==> src/rtl/shifter_sched.sv <==
// Round-robin scheduler sharing one combinational shifter between two
// requesters. A count wider than the shifter's own count field is handled by
// running several passes of at most 2^C-1 positions each.

module shifter #(
  parameter int N = 16,
  parameter int C = 4,
  parameter int O = 2
) (
  input  logic [N-1:0] sh_in_i,
  input  logic [C-1:0] sh_cnt_i,
  input  logic [O-1:0] sh_op_i,
  output logic [N-1:0] sh_out_o
);

  logic [31:0] amt;
  logic [31:0] rot_amt;

  // Op decode: 0 rotate left, 1 sll, 2 sra, 3 srl.
  always_comb begin
    amt     = 32'(sh_cnt_i);
    rot_amt = amt % 32'(N);
    case (sh_op_i)
      O'(0):   sh_out_o = (sh_in_i << rot_amt) | (sh_in_i >> (32'(N) - rot_amt));
      O'(1):   sh_out_o = sh_in_i << amt;
      O'(2):   sh_out_o = N'($signed(sh_in_i) >>> amt);
      default: sh_out_o = sh_in_i >> amt;
    endcase
  end

endmodule

module shifter_sched #(
  parameter int N = 16,
  parameter int C = 4,
  parameter int O = 2
) (
  input  logic         clk,
  input  logic         rst,
  input  logic         req0_valid,
  output logic         req0_ready,
  input  logic [N-1:0] req0_in,
  input  logic [C:0]   req0_cnt,
  input  logic [O-1:0] req0_op,
  input  logic         req1_valid,
  output logic         req1_ready,
  input  logic [N-1:0] req1_in,
  input  logic [C:0]   req1_cnt,
  input  logic [O-1:0] req1_op,
  output logic         out_valid,
  input  logic         out_ready,
  output logic [N-1:0] out_data,
  output logic         out_id,
  output logic         busy
);

  // state | meaning
  // IDLE  | arbitrating, accepts one request
  // RUN   | one shifter pass per cycle until rem fits in a single pass
  // DONE  | result held until the consumer takes it
  typedef enum logic [1:0] {IDLE, RUN, DONE} state_t;

  localparam logic [C:0] MAXP = {1'b0, {C{1'b1}}};

  state_t       state_q, state_d;
  logic         rr_ptr_q, rr_ptr_d;
  logic [N-1:0] work_data_q, work_data_d;
  logic [C:0]   rem_q, rem_d;
  logic [O-1:0] work_op_q, work_op_d;
  logic         work_id_q, work_id_d;
  logic         out_valid_q, out_valid_d;
  logic [N-1:0] out_data_q, out_data_d;
  logic         out_id_q, out_id_d;

  logic         grant;
  logic [C-1:0] sh_cnt;
  logic [N-1:0] sh_out;

  // Lone valid wins; under contention the round-robin pointer decides.
  always_comb begin
    grant      = (req0_valid && req1_valid) ? rr_ptr_q : req1_valid;
    req0_ready = (state_q == IDLE) && req0_valid && !grant;
    req1_ready = (state_q == IDLE) && req1_valid &&  grant;
    sh_cnt     = (rem_q > MAXP) ? MAXP[C-1:0] : rem_q[C-1:0];
  end

  shifter #(.N(N), .C(C), .O(O)) u_shifter (
    .sh_in_i  (work_data_q),
    .sh_cnt_i (sh_cnt),
    .sh_op_i  (work_op_q),
    .sh_out_o (sh_out)
  );

  // Next-state logic: accept, per-pass update, result handoff.
  always_comb begin
    state_d     = state_q;
    rr_ptr_d    = rr_ptr_q;
    work_data_d = work_data_q;
    rem_d       = rem_q;
    work_op_d   = work_op_q;
    work_id_d   = work_id_q;
    out_valid_d = out_valid_q;
    out_data_d  = out_data_q;
    out_id_d    = out_id_q;
    case (state_q)
      IDLE: begin
        if (req0_ready) begin
          work_data_d = req0_in;
          rem_d       = req0_cnt;
          work_op_d   = req0_op;
          work_id_d   = 1'b0;
          rr_ptr_d    = 1'b1;
          state_d     = RUN;
        end else if (req1_ready) begin
          work_data_d = req1_in;
          rem_d       = req1_cnt;
          work_op_d   = req1_op;
          work_id_d   = 1'b1;
          rr_ptr_d    = 1'b0;
          state_d     = RUN;
        end
      end
      RUN: begin
        if (rem_q > MAXP) begin
          work_data_d = sh_out;
          rem_d       = rem_q - MAXP;
        end else begin
          out_data_d  = sh_out;
          out_id_d    = work_id_q;
          out_valid_d = 1'b1;
          state_d     = DONE;
        end
      end
      DONE: begin
        if (out_ready) begin
          out_valid_d = 1'b0;
          state_d     = IDLE;
        end
      end
      default: state_d = IDLE;
    endcase
  end

  // State and datapath registers; reset abandons any operation in flight.
  always_ff @(posedge clk or negedge rst) begin
    if (!rst) begin
      state_q     <= IDLE;
      rr_ptr_q    <= 1'b0;
      work_data_q <= '0;
      rem_q       <= '0;
      work_op_q   <= '0;
      work_id_q   <= 1'b0;
      out_valid_q <= 1'b0;
      out_data_q  <= '0;
      out_id_q    <= 1'b0;
    end else begin
      state_q     <= state_d;
      rr_ptr_q    <= rr_ptr_d;
      work_data_q <= work_data_d;
      rem_q       <= rem_d;
      work_op_q   <= work_op_d;
      work_id_q   <= work_id_d;
      out_valid_q <= out_valid_d;
      out_data_q  <= out_data_d;
      out_id_q    <= out_id_d;
    end
  end

  assign out_valid = out_valid_q;
  assign out_data  = out_data_q;
  assign out_id    = out_id_q;
  assign busy      = (state_q != IDLE);

endmodule

==> config.mk <==
export PLATFORM = sky130hd
export DESIGN_NAME = shifter_sched
export DESIGN_NICKNAME = d
export VERILOG_FILES = /design/src/rtl/shifter_sched.sv
export SDC_FILE = /design/constraint.sdc
export NUM_CORES = 1
export LEC_CHECK = 0
export CORE_MARGIN = 2
export CORE_UTILIZATION = 30
export DETAILED_ROUTE_END_ITERATION = 8
export MAX_ROUTING_LAYER = met4
export PLACE_DENSITY = 0.51
export SYNTH_ARGS = -nofsm -noshare
export SYNTH_HDL_FRONTEND = slang
export SYNTH_SLANG_ARGS = --single-unit
==> constraint.sdc <==
create_clock -name clk -period 13.67 [get_ports clk]
set_clock_uncertainty 0.1 [all_clocks]
set_input_delay 2.734 -clock clk [delete_from_list [all_inputs] [get_ports clk]]
set_output_delay 2.734 -clock clk [all_outputs]
set_load 0.05 [all_outputs]
==> results of run 1 <==
[per-layer routing]
layer | routed length [um] | part of all wire, % | vias to the layer above
met5 | 0 | 0 | -
met4 | 1280 | 5.9 | 0
met3 | 1520 | 7.0 | 73
met2 | 9450 | 44 | 290
met1 | 9410 | 43 | 2664
li1 | - | - | 2521
[final timing paths]
kind,from,end,slack [ns]
worst max-delay path,req0_valid,req0_ready,5.77
worst min-delay path,out_data[3],out_data[3],0.38
max in group asynchronous,rst,rem_q[0],10.32
worst min register to register,out_data[3],out_data[3],0.38
worst max register to register,rem_q[0],out_data[10],8.43
min in group asynchronous,rst,out_data[12],2.52
[worst register-to-register path, delay by kind of cell, from the launching register on]
family,cells,cell delay (ns)
and+or+nand+nor,5,1.45
AOI/OAI and AO/OA,3,1.16
adders and majority gates,3,0.99
buffers and inverters,3,0.79
DFF,1,0.32
muxes,1,0.28
[registers in the layout, indices dropped and copies added (netlist names)]
signal / flops
out_data: 16
out_id: 1
out_valid: 1
rem_q: 5
rr_ptr_q: 1
state_q: 2
work_data_q: 16
work_id_q: 1
work_op_q: 2
[layout make-up]
class | count | area (sq um)
fillers | 1671 | 10000
multi-input cells | 531 | 3290
flip-flops and latches | 45 | 1130
repair buffers | 86 | 818
well taps | 216 | 270
clock buffers | 5 | 125
inverters | 14 | 55.1
clock inverters | 3 | 25.0
[cell usage after synthesis (15+ instances only)]
library cell / number / area share (%)
nand3_1: 24 / 2.5
dfrtp_1: 45 / 24
a31oi_1: 17 / 2.2
o21ai_0: 40 / 4.2
buf_2: 18 / 1.9
nand2_1: 93 / 7.3
a21oi_1: 53 / 5.6
nor2_1: 56 / 4.4
o21ai_1: 15 / 1.6
mux2i_1: 26 / 5.5
nor3_1: 19 / 2.0
clkbuf_1: 36 / 2.8
[stage by stage]
step                      hold WS [ns]  worst slack, ns  utilization (%)
final                            0.381             5.77             36.4
after global routing             0.387             5.60             36.4
after CTS                        0.382             5.75             36.4
after detailed placement         0.361             5.75             35.4
after global placement           0.363             5.81             35.4
after floorplan                  0.339             7.12                -
[cell families after synthesis]
family	Yosys count
AND/OR/NAND/NOR	255
adder cells (fa/ha/maj)	3
flip-flops	45
multiplexers	41
buffers and inverters	75
AO/OA/AOI/OAI	232
==> impl_metrics.env, run 1 <==
export IMPL_status="finished, final reports clean"
export IMPL_relSlewSlack_pct=18.2
export IMPL_clk_latency_ns=0.29
export IMPL_cts_num_sinks=45
export IMPL_final_hold_viol_count=0
export IMPL_start_kind="input port"
export IMPL_synth_cell_area_sq_mm=0.00477
export IMPL_grt_met1_usage_pct=35.4
export IMPL_crit_fanout=25
export IMPL_antenna_left=0
export IMPL_dr_pass1_iters=5
export IMPL_fin_crit_sh_pct=57.8
export IMPL_cp_arrival_ns=5.07
export IMPL_routed_wl_um=21700
export IMPL_critPathBufInv=3
export IMPL_start_util_pct=30.3
export IMPL_tritoncts="yes"
export IMPL_cts_root_buf="clkbuf_16"
export IMPL_syn_inst=651
export IMPL_path_delay_family="buffers and inverters"
export IMPL_cts_buffer_depth=2
export IMPL_path_depth=5
export IMPL_placed_cells=892
export IMPL_tightestPinTransition_ns=1.22
export IMPL_use_met3_pct=2.95
export IMPL_dieWidth_um=130
export IMPL_synth_compound_area_share_pct=32.1
export IMPL_fin_tns_setup_ns=0
export IMPL_final_cell_mix="93 x nand2_1, 70 x clkdlybuf4s50_1, 56 x nor2_1"
export IMPL_yosysUniqueCellTypes=68
export IMPL_ios=72
export IMPL_min_path_type="flop to flop"
export IMPL_postCtsSetupBuffers=0
export IMPL_via_per_inst=6.16
export IMPL_yosys_area_share_adder_pct=0.788
export IMPL_cts_buffers=5
export IMPL_dpl_hpwl_um=16000
export IMPL_slowest_delay_ns=0.89
export IMPL_area_growth_syn_to_layout_pct=19.8
export IMPL_cp_end_kind="output port"
export IMPL_rsz0062_at_grt="false"
export IMPL_drc=0
export IMPL_muxShareOfSynthArea_pct=10.9
export IMPL_grt_max_degree=46
export IMPL_final_nets=737
export IMPL_antenna_cells=0
export IMPL_syn_nets=705
export IMPL_grt_usage_pct=26.6
export IMPL_mostFrequentLayoutCell="nand2_1"
export IMPL_crit_type="input port to output port"
export IMPL_die_area_sq_mm=0.0169
export IMPL_fin_crit_ns=7.90
export IMPL_synth_edff_count=0
export IMPL_clock_fmax_mhz=127
export IMPL_antenna_found_initial=0
export IMPL_drv_cap=0
export IMPL_crit_top_cell="clkdlybuf4s50_1"
export IMPL_vias=5548
export IMPL_coreArea_sq_mm=0.0157
export IMPL_path_clk_slew_ns=0.07
export IMPL_yosys_area_share_simple_pct=25.2
export IMPL_fin_cells=900
export IMPL_routedWlPerCell_um=24.1
export IMPL_h_tree_depth=2
export IMPL_gp_congestion=0.989
export IMPL_synth_seq_area_share_pct=23.6
export IMPL_grt_pass1_vias=5342
export IMPL_synth_xor_area_share_pct=0
export IMPL_drt_iter0_markers=511
export IMPL_fin_area_sq_mm=0.00571
export IMPL_grt_busiest_layer="met2"
export IMPL_grt_pass1_wl_um=32700
export IMPL_die_h_um=130
export IMPL_synth_main_ff_cell="dfrtp_1"
export IMPL_slew_viol_final=0
export IMPL_crit_slowest_cell="clkdlybuf4s50_1"
export IMPL_fp_row_count=46
export IMPL_crit_chain="clkdlybuf4s50_1 > nand2_1 > a21o_1 > inv_2 > clkdlybuf4s50_1"
export IMPL_place_area_sq_mm=0.00556
export IMPL_async_flop_share_pct=100
export IMPL_timing_hold_worst_path_depth=1
export IMPL_ys_ff_latch=45
export IMPL_overflow=0
export IMPL_io_buffers=71
export IMPL_synth_top_family_by_area="compound AO/OA/AOI/OAI gates"
export IMPL_required_ns=10.84
export IMPL_use_met2_pct=39.6
export IMPL_cts_hold_buffers_added=0
export IMPL_layout_drive_gt1_share_pct=7.60
export IMPL_syn_area_per_cell_sq_um=7.32
export IMPL_yosys_warnings=0
export IMPL_r2r_cells=15
export IMPL_post_cts_resized_instances=0
export IMPL_setup_viol=0
Power of run 1 is not shown: default switching activity piles up to over one toggle a cycle in this logic, so the estimate is an artifact.
==> inputs of run 2 (changes only) <==
--- a/config.mk
+++ b/config.mk
@@ -9,7 +9,7 @@
 export CORE_UTILIZATION = 30
 export DETAILED_ROUTE_END_ITERATION = 8
 export MAX_ROUTING_LAYER = met4
-export PLACE_DENSITY = 0.51
+export PLACE_DENSITY = 0.53
 export SYNTH_ARGS = -nofsm -noshare
 export SYNTH_HDL_FRONTEND = slang
 export SYNTH_SLANG_ARGS = --single-unit
==> constraint.sdc (replaced) <==
create_clock -name clk -period 6.64 [get_ports clk]
set_clock_uncertainty 0.1 [all_clocks]
set_input_delay 1.328 -clock clk [delete_from_list [all_inputs] [get_ports clk]]
set_output_delay 1.328 -clock clk [all_outputs]
set_load 0.05 [all_outputs]
==> run 2 against run 1 <==
Worst hold slack gained 0.0064 ns; via count grew 0.59%; critical endpoint unchanged; global-route usage up 0.39 points; utilization up 0.27 points; clock-buffer cell count unchanged; largest cell class unchanged; sequential share of layout area is 0.15 points lower; highest routed layer unchanged.
==> impl_metrics.env, run 2 (same netlist as run 1, synthesis figures left out) <==
export IMPL_postCtsSetupBuffers=0
export IMPL_area_growth_syn_to_layout_pct=20.7
export IMPL_r2r_cells=15
export IMPL_cp_startpoint="req0_valid"
export IMPL_crit_slowest_cell="clkdlybuf4s50_1"
export IMPL_clock_fmax_mhz=197
export IMPL_tightestPinTransition_ns=1.14
export IMPL_final_cell_mix="93 x nand2_1, 70 x clkdlybuf4s50_1, 56 x nor2_1"
export IMPL_crit_fanout=25
export IMPL_slew_viol_final=0
export IMPL_coreArea_sq_mm=0.0157
export IMPL_status="finished, final reports clean"
export IMPL_cts_root_buf="clkbuf_16"
export IMPL_io_buffers=71
export IMPL_cp_end_kind="output port"
export IMPL_dieWidth_um=130
export IMPL_antenna_found_initial=0
export IMPL_rsz0062_at_grt="false"
export IMPL_routed_wl_um=21900
export IMPL_drt_iter0_markers=723
export IMPL_relSlewSlack_pct=23.9
export IMPL_post_cts_resized_instances=0
export IMPL_vias=5581
export IMPL_drc=0
export IMPL_grt_max_degree=46
export IMPL_fin_crit_ns=5.09
export IMPL_routedWlPerCell_um=24.1
export IMPL_layout_drive_gt1_share_pct=8.41
export IMPL_cts_num_sinks=45
export IMPL_grt_pass1_wl_um=33300
export IMPL_antenna_left=0
export IMPL_start_util_pct=30.3
export IMPL_regToRegSetupSlack_ns=1.62
export IMPL_cp_endpoint="req0_ready"
export IMPL_cp_arrival_ns=3.66
export IMPL_fp_row_count=46
export IMPL_ios=72
export IMPL_via_per_inst=6.16
export IMPL_crit_type="input port to output port"
export IMPL_final_hold_viol_count=0
export IMPL_grt_usage_pct=26.9
export IMPL_mostFrequentLayoutCell="nand2_1"
export IMPL_overflow=0
export IMPL_h_tree_depth=2
export IMPL_rr_endpoint="out_data[9]"
export IMPL_fin_crit_sh_pct=76.6
export IMPL_required_ns=5.21
export IMPL_gp_congestion=0.995
export IMPL_crit_chain="clkdlybuf4s50_1 > nand2_1 > a21o_1 > inv_2 > clkdlybuf4s50_1"
export IMPL_path_clk_slew_ns=0.07
export IMPL_slowest_delay_ns=0.88
export IMPL_dpl_hpwl_um=16400
export IMPL_cts_hold_buffers_added=0
export IMPL_crit_top_cell="clkdlybuf4s50_1"
export IMPL_min_path_type="flop to flop"
export IMPL_cts_buffer_depth=2
export IMPL_clk_latency_ns=0.29
export IMPL_min_delay_start="out_data[3]"
export IMPL_final_nets=743
export IMPL_drv_cap=0
export IMPL_tritoncts="yes"
export IMPL_dr_pass1_iters=5
export IMPL_fin_tns_setup_ns=0
export IMPL_setup_viol=0
export IMPL_r2r_start="rem_q[4]"
export IMPL_start_kind="input port"
export IMPL_grt_pass1_vias=5243
export IMPL_die_area_sq_mm=0.0169
export IMPL_cts_buffers=5
export IMPL_antenna_cells=0
export IMPL_die_h_um=130
[run 2: cell count changes in the layout (fill, tap and decap cells not counted), sizes merged]
cell      before  now
buf           16   22
clkinv         1    3
clkinvlp       1    0
inv           15   14
[run 2: area by class of cell]
| class | count | area [sq um] |
|---|---|---|
| repair buffers | 92 | 863 |
| clock inverters | 3 | 22.5 |
| well taps | 216 | 270 |
| multi-input cells | 531 | 3290 |
| flip-flops and latches | 45 | 1130 |
| clock buffers | 5 | 125 |
| inverters | 14 | 55.1 |
| fillers | 1599 | 9960 |
[run 2: metrics by stage]
step	setup slack (ns)	utilization, %	hold WS (ns)	area (sq um)	cells
after floorplan	2.28	-	0.339	4770	651
after global placement	1.59	35.7	0.364	5610	898
after CTS	1.52	36.6	0.390	5750	906
after detailed placement	1.53	35.7	0.373	5610	898
final	1.55	36.6	0.387	5750	906
after global routing	1.37	36.6	0.405	5750	906
[run 2: worst min path at each step]
stage                  endpoint  depth (start not counted)  slack (ns)
floorplan                out_id                          2        0.34
global placement    out_data[3]                          1        0.36
detailed placement       out_id                          2        0.37
finish              out_data[3]                          1        0.39
global route        out_data[3]                          1        0.41
CTS                 out_data[3]                          1        0.39
[run 2: critical path, delay by kind of cell]
family | cells | cell delay, ns
compound gates | 1 | 0.42
simple gates | 1 | 0.10
buf+inv | 3 | 1.80
[run 2: per-layer routing]
layer / wire length, um / track usage, % / vias to the layer above
met5: 0 / - / -
met4: 981 / 11.7 / 0
met3: 1580 / 2.54 / 53
met2: 9590 / 39.8 / 323
met1: 9710 / 37.6 / 2675
li1: - / - / 2530
Power of run 2 is left out for the same reason.
==> inputs of run 3 (changes only) <==
==> constraint.sdc (replaced) <==
create_clock -name clk -period 4.4 [get_ports clk]
set_clock_uncertainty 0.1 [all_clocks]
set_input_delay 0.88 -clock clk [delete_from_list [all_inputs] [get_ports clk]]
set_output_delay 0.88 -clock clk [all_outputs]
set_load 0.05 [all_outputs]
==> run 3 against run 2 <==
Cell count increased by 1.5%; die area stayed put; setup slack worse by 0.91 ns; flip-flop and latch count unchanged; the run now ends with DRC left; sequential share of layout area down 0.34 points; via count barely moved; worst hold slack got worse by 0.0020 ns; design area grew 1.8%; utilization increased by 0.64 points; routed wire length increased by 3.0%; global-route usage increased by 0.95 points; critical path depth increased by 10.
==> impl_metrics.env, run 3 (same netlist as run 1, synthesis figures left out) <==
export IMPL_cts_hold_buffers_added=0
export IMPL_drv_cap=0
export IMPL_grt_pass1_wl_um=34200
export IMPL_die_area_sq_mm=0.0169
export IMPL_via_per_inst=6.07
export IMPL_crit_fanout=19
export IMPL_post_cts_resized_instances=0
export IMPL_required_ns=4.46
export IMPL_clock_fmax_mhz=266
export IMPL_clk_latency_ns=0.29
export IMPL_tritoncts="yes"
export IMPL_antenna_left=0
export IMPL_path_clk_slew_ns=0.07
export IMPL_cp_end_kind="flop"
export IMPL_fin_tns_setup_ns=0
export IMPL_grt_max_degree=46
export IMPL_vias=5580
export IMPL_mostFrequentLayoutCell="nand2_1"
export IMPL_die_h_um=130
export IMPL_area_growth_syn_to_layout_pct=22.9
export IMPL_relSlewSlack_pct=17.2
export IMPL_overflow=0
export IMPL_rsz0062_at_grt="false"
export IMPL_drc=1
export IMPL_cts_buffers=5
export IMPL_slew_viol_final=0
export IMPL_crit_type="flop to flop"
export IMPL_layout_drive_gt1_share_pct=10.4
export IMPL_final_cell_mix="93 x nand2_1, 69 x clkdlybuf4s50_1, 56 x nor2_1"
export IMPL_dr_pass1_iters=8
export IMPL_start_util_pct=30.3
export IMPL_tightestPinTransition_ns=1.24
export IMPL_cts_num_sinks=45
export IMPL_io_buffers=71
export IMPL_cts_root_buf="clkbuf_16"
export IMPL_gp_congestion=1.02
export IMPL_min_path_type="flop to flop"
export IMPL_coreArea_sq_mm=0.0157
export IMPL_antenna_found_initial=0
export IMPL_cp_arrival_ns=3.82
export IMPL_ios=72
export IMPL_dpl_hpwl_um=17100
export IMPL_postCtsSetupBuffers=0
export IMPL_place_area_sq_mm=0.00571
export IMPL_grt_pass1_vias=5430
export IMPL_cts_buffer_depth=2
export IMPL_routed_wl_um=22500
export IMPL_grt_usage_pct=27.9
export IMPL_antenna_cells=0
export IMPL_fin_crit_ns=3.76
export IMPL_hold_ws_ns=0.385
export IMPL_setup_viol=0
export IMPL_start_kind="flop"
export IMPL_final_hold_viol_count=0
export IMPL_violations="DRC"
export IMPL_fin_crit_sh_pct=85.5
export IMPL_h_tree_depth=2
export IMPL_fp_row_count=46
export IMPL_status="complete, but fails checks"
export IMPL_fin_area_sq_mm=0.00586
export IMPL_routedWlPerCell_um=24.5
export IMPL_dieWidth_um=130
export IMPL_drt_iter0_markers=634
export IMPL_final_nets=757
## run 3: changes by cell type in the layout (fill, tap and decap cells not counted), sizes merged
cell	previous run	this run
clkinvlp	0	1
clkdlybuf4s50	70	69
buf	22	37
inv	14	15
clkinv	3	1
## run 3: per-stage QoR
stage               setup WS, ns  util, %  cells
floorplan                 0.0399        -    651
global placement           0.688     36.3    912
detailed placement         0.626     36.3    912
CTS                        0.652     37.3    920
global route               0.414     37.3    920
finish                     0.639     37.3    920
## run 3: worst paths after layout
kind	cells after the start	slack [ns]	start	to
max	15	0.64	rem_q[0]	work_data_q[5]
min	1	0.38	out_data[3]	out_data[3]
max reg2reg	15	0.64	rem_q[0]	work_data_q[5]
min reg2reg	1	0.38	out_data[3]	out_data[3]
max in group asynchronous	1	2.86	rst	work_data_q[3]
min in group asynchronous	1	0.67	rst	out_data[10]
## run 3: worst max-delay path: stages, from the launching register on
cell	delay (ns)
dfrtp_1	0.39
ha_1	0.22
and3_1	0.18
ha_1	0.26
nand2b_1	0.22
nand2b_4	0.11
inv_4	0.03
ha_1	0.36
buf_4	0.30
mux2i_1	0.39
mux2_2	0.23
nand2_1	0.05
o211ai_1	0.09
a21boi_1	0.10
o41ai_1	0.48
o21ai_1	0.11
## run 3: layout make-up
cell class,instances,area [sq um]
fillers,1625,9860
multi-input cells,531,3290
flip-flops and latches,45,1130
repair buffers,106,966
well taps,216,270
clock buffers,5,125
inverters,14,55.1
clock inverters,3,21.3
## run 3: per-layer routing
| layer | part of all wire [%] | routed length, um | global-route usage [%] |
|---|---|---|---|
| met5 | 0 | 0 | - |
| met2 | 45 | 10100 | 42.4 |
| met1 | 43 | 9740 | 37.1 |
| met4 | 5.4 | 1220 | 14.0 |
| met3 | 6.5 | 1450 | 2.67 |
Power of run 3 is left out for the same reason.
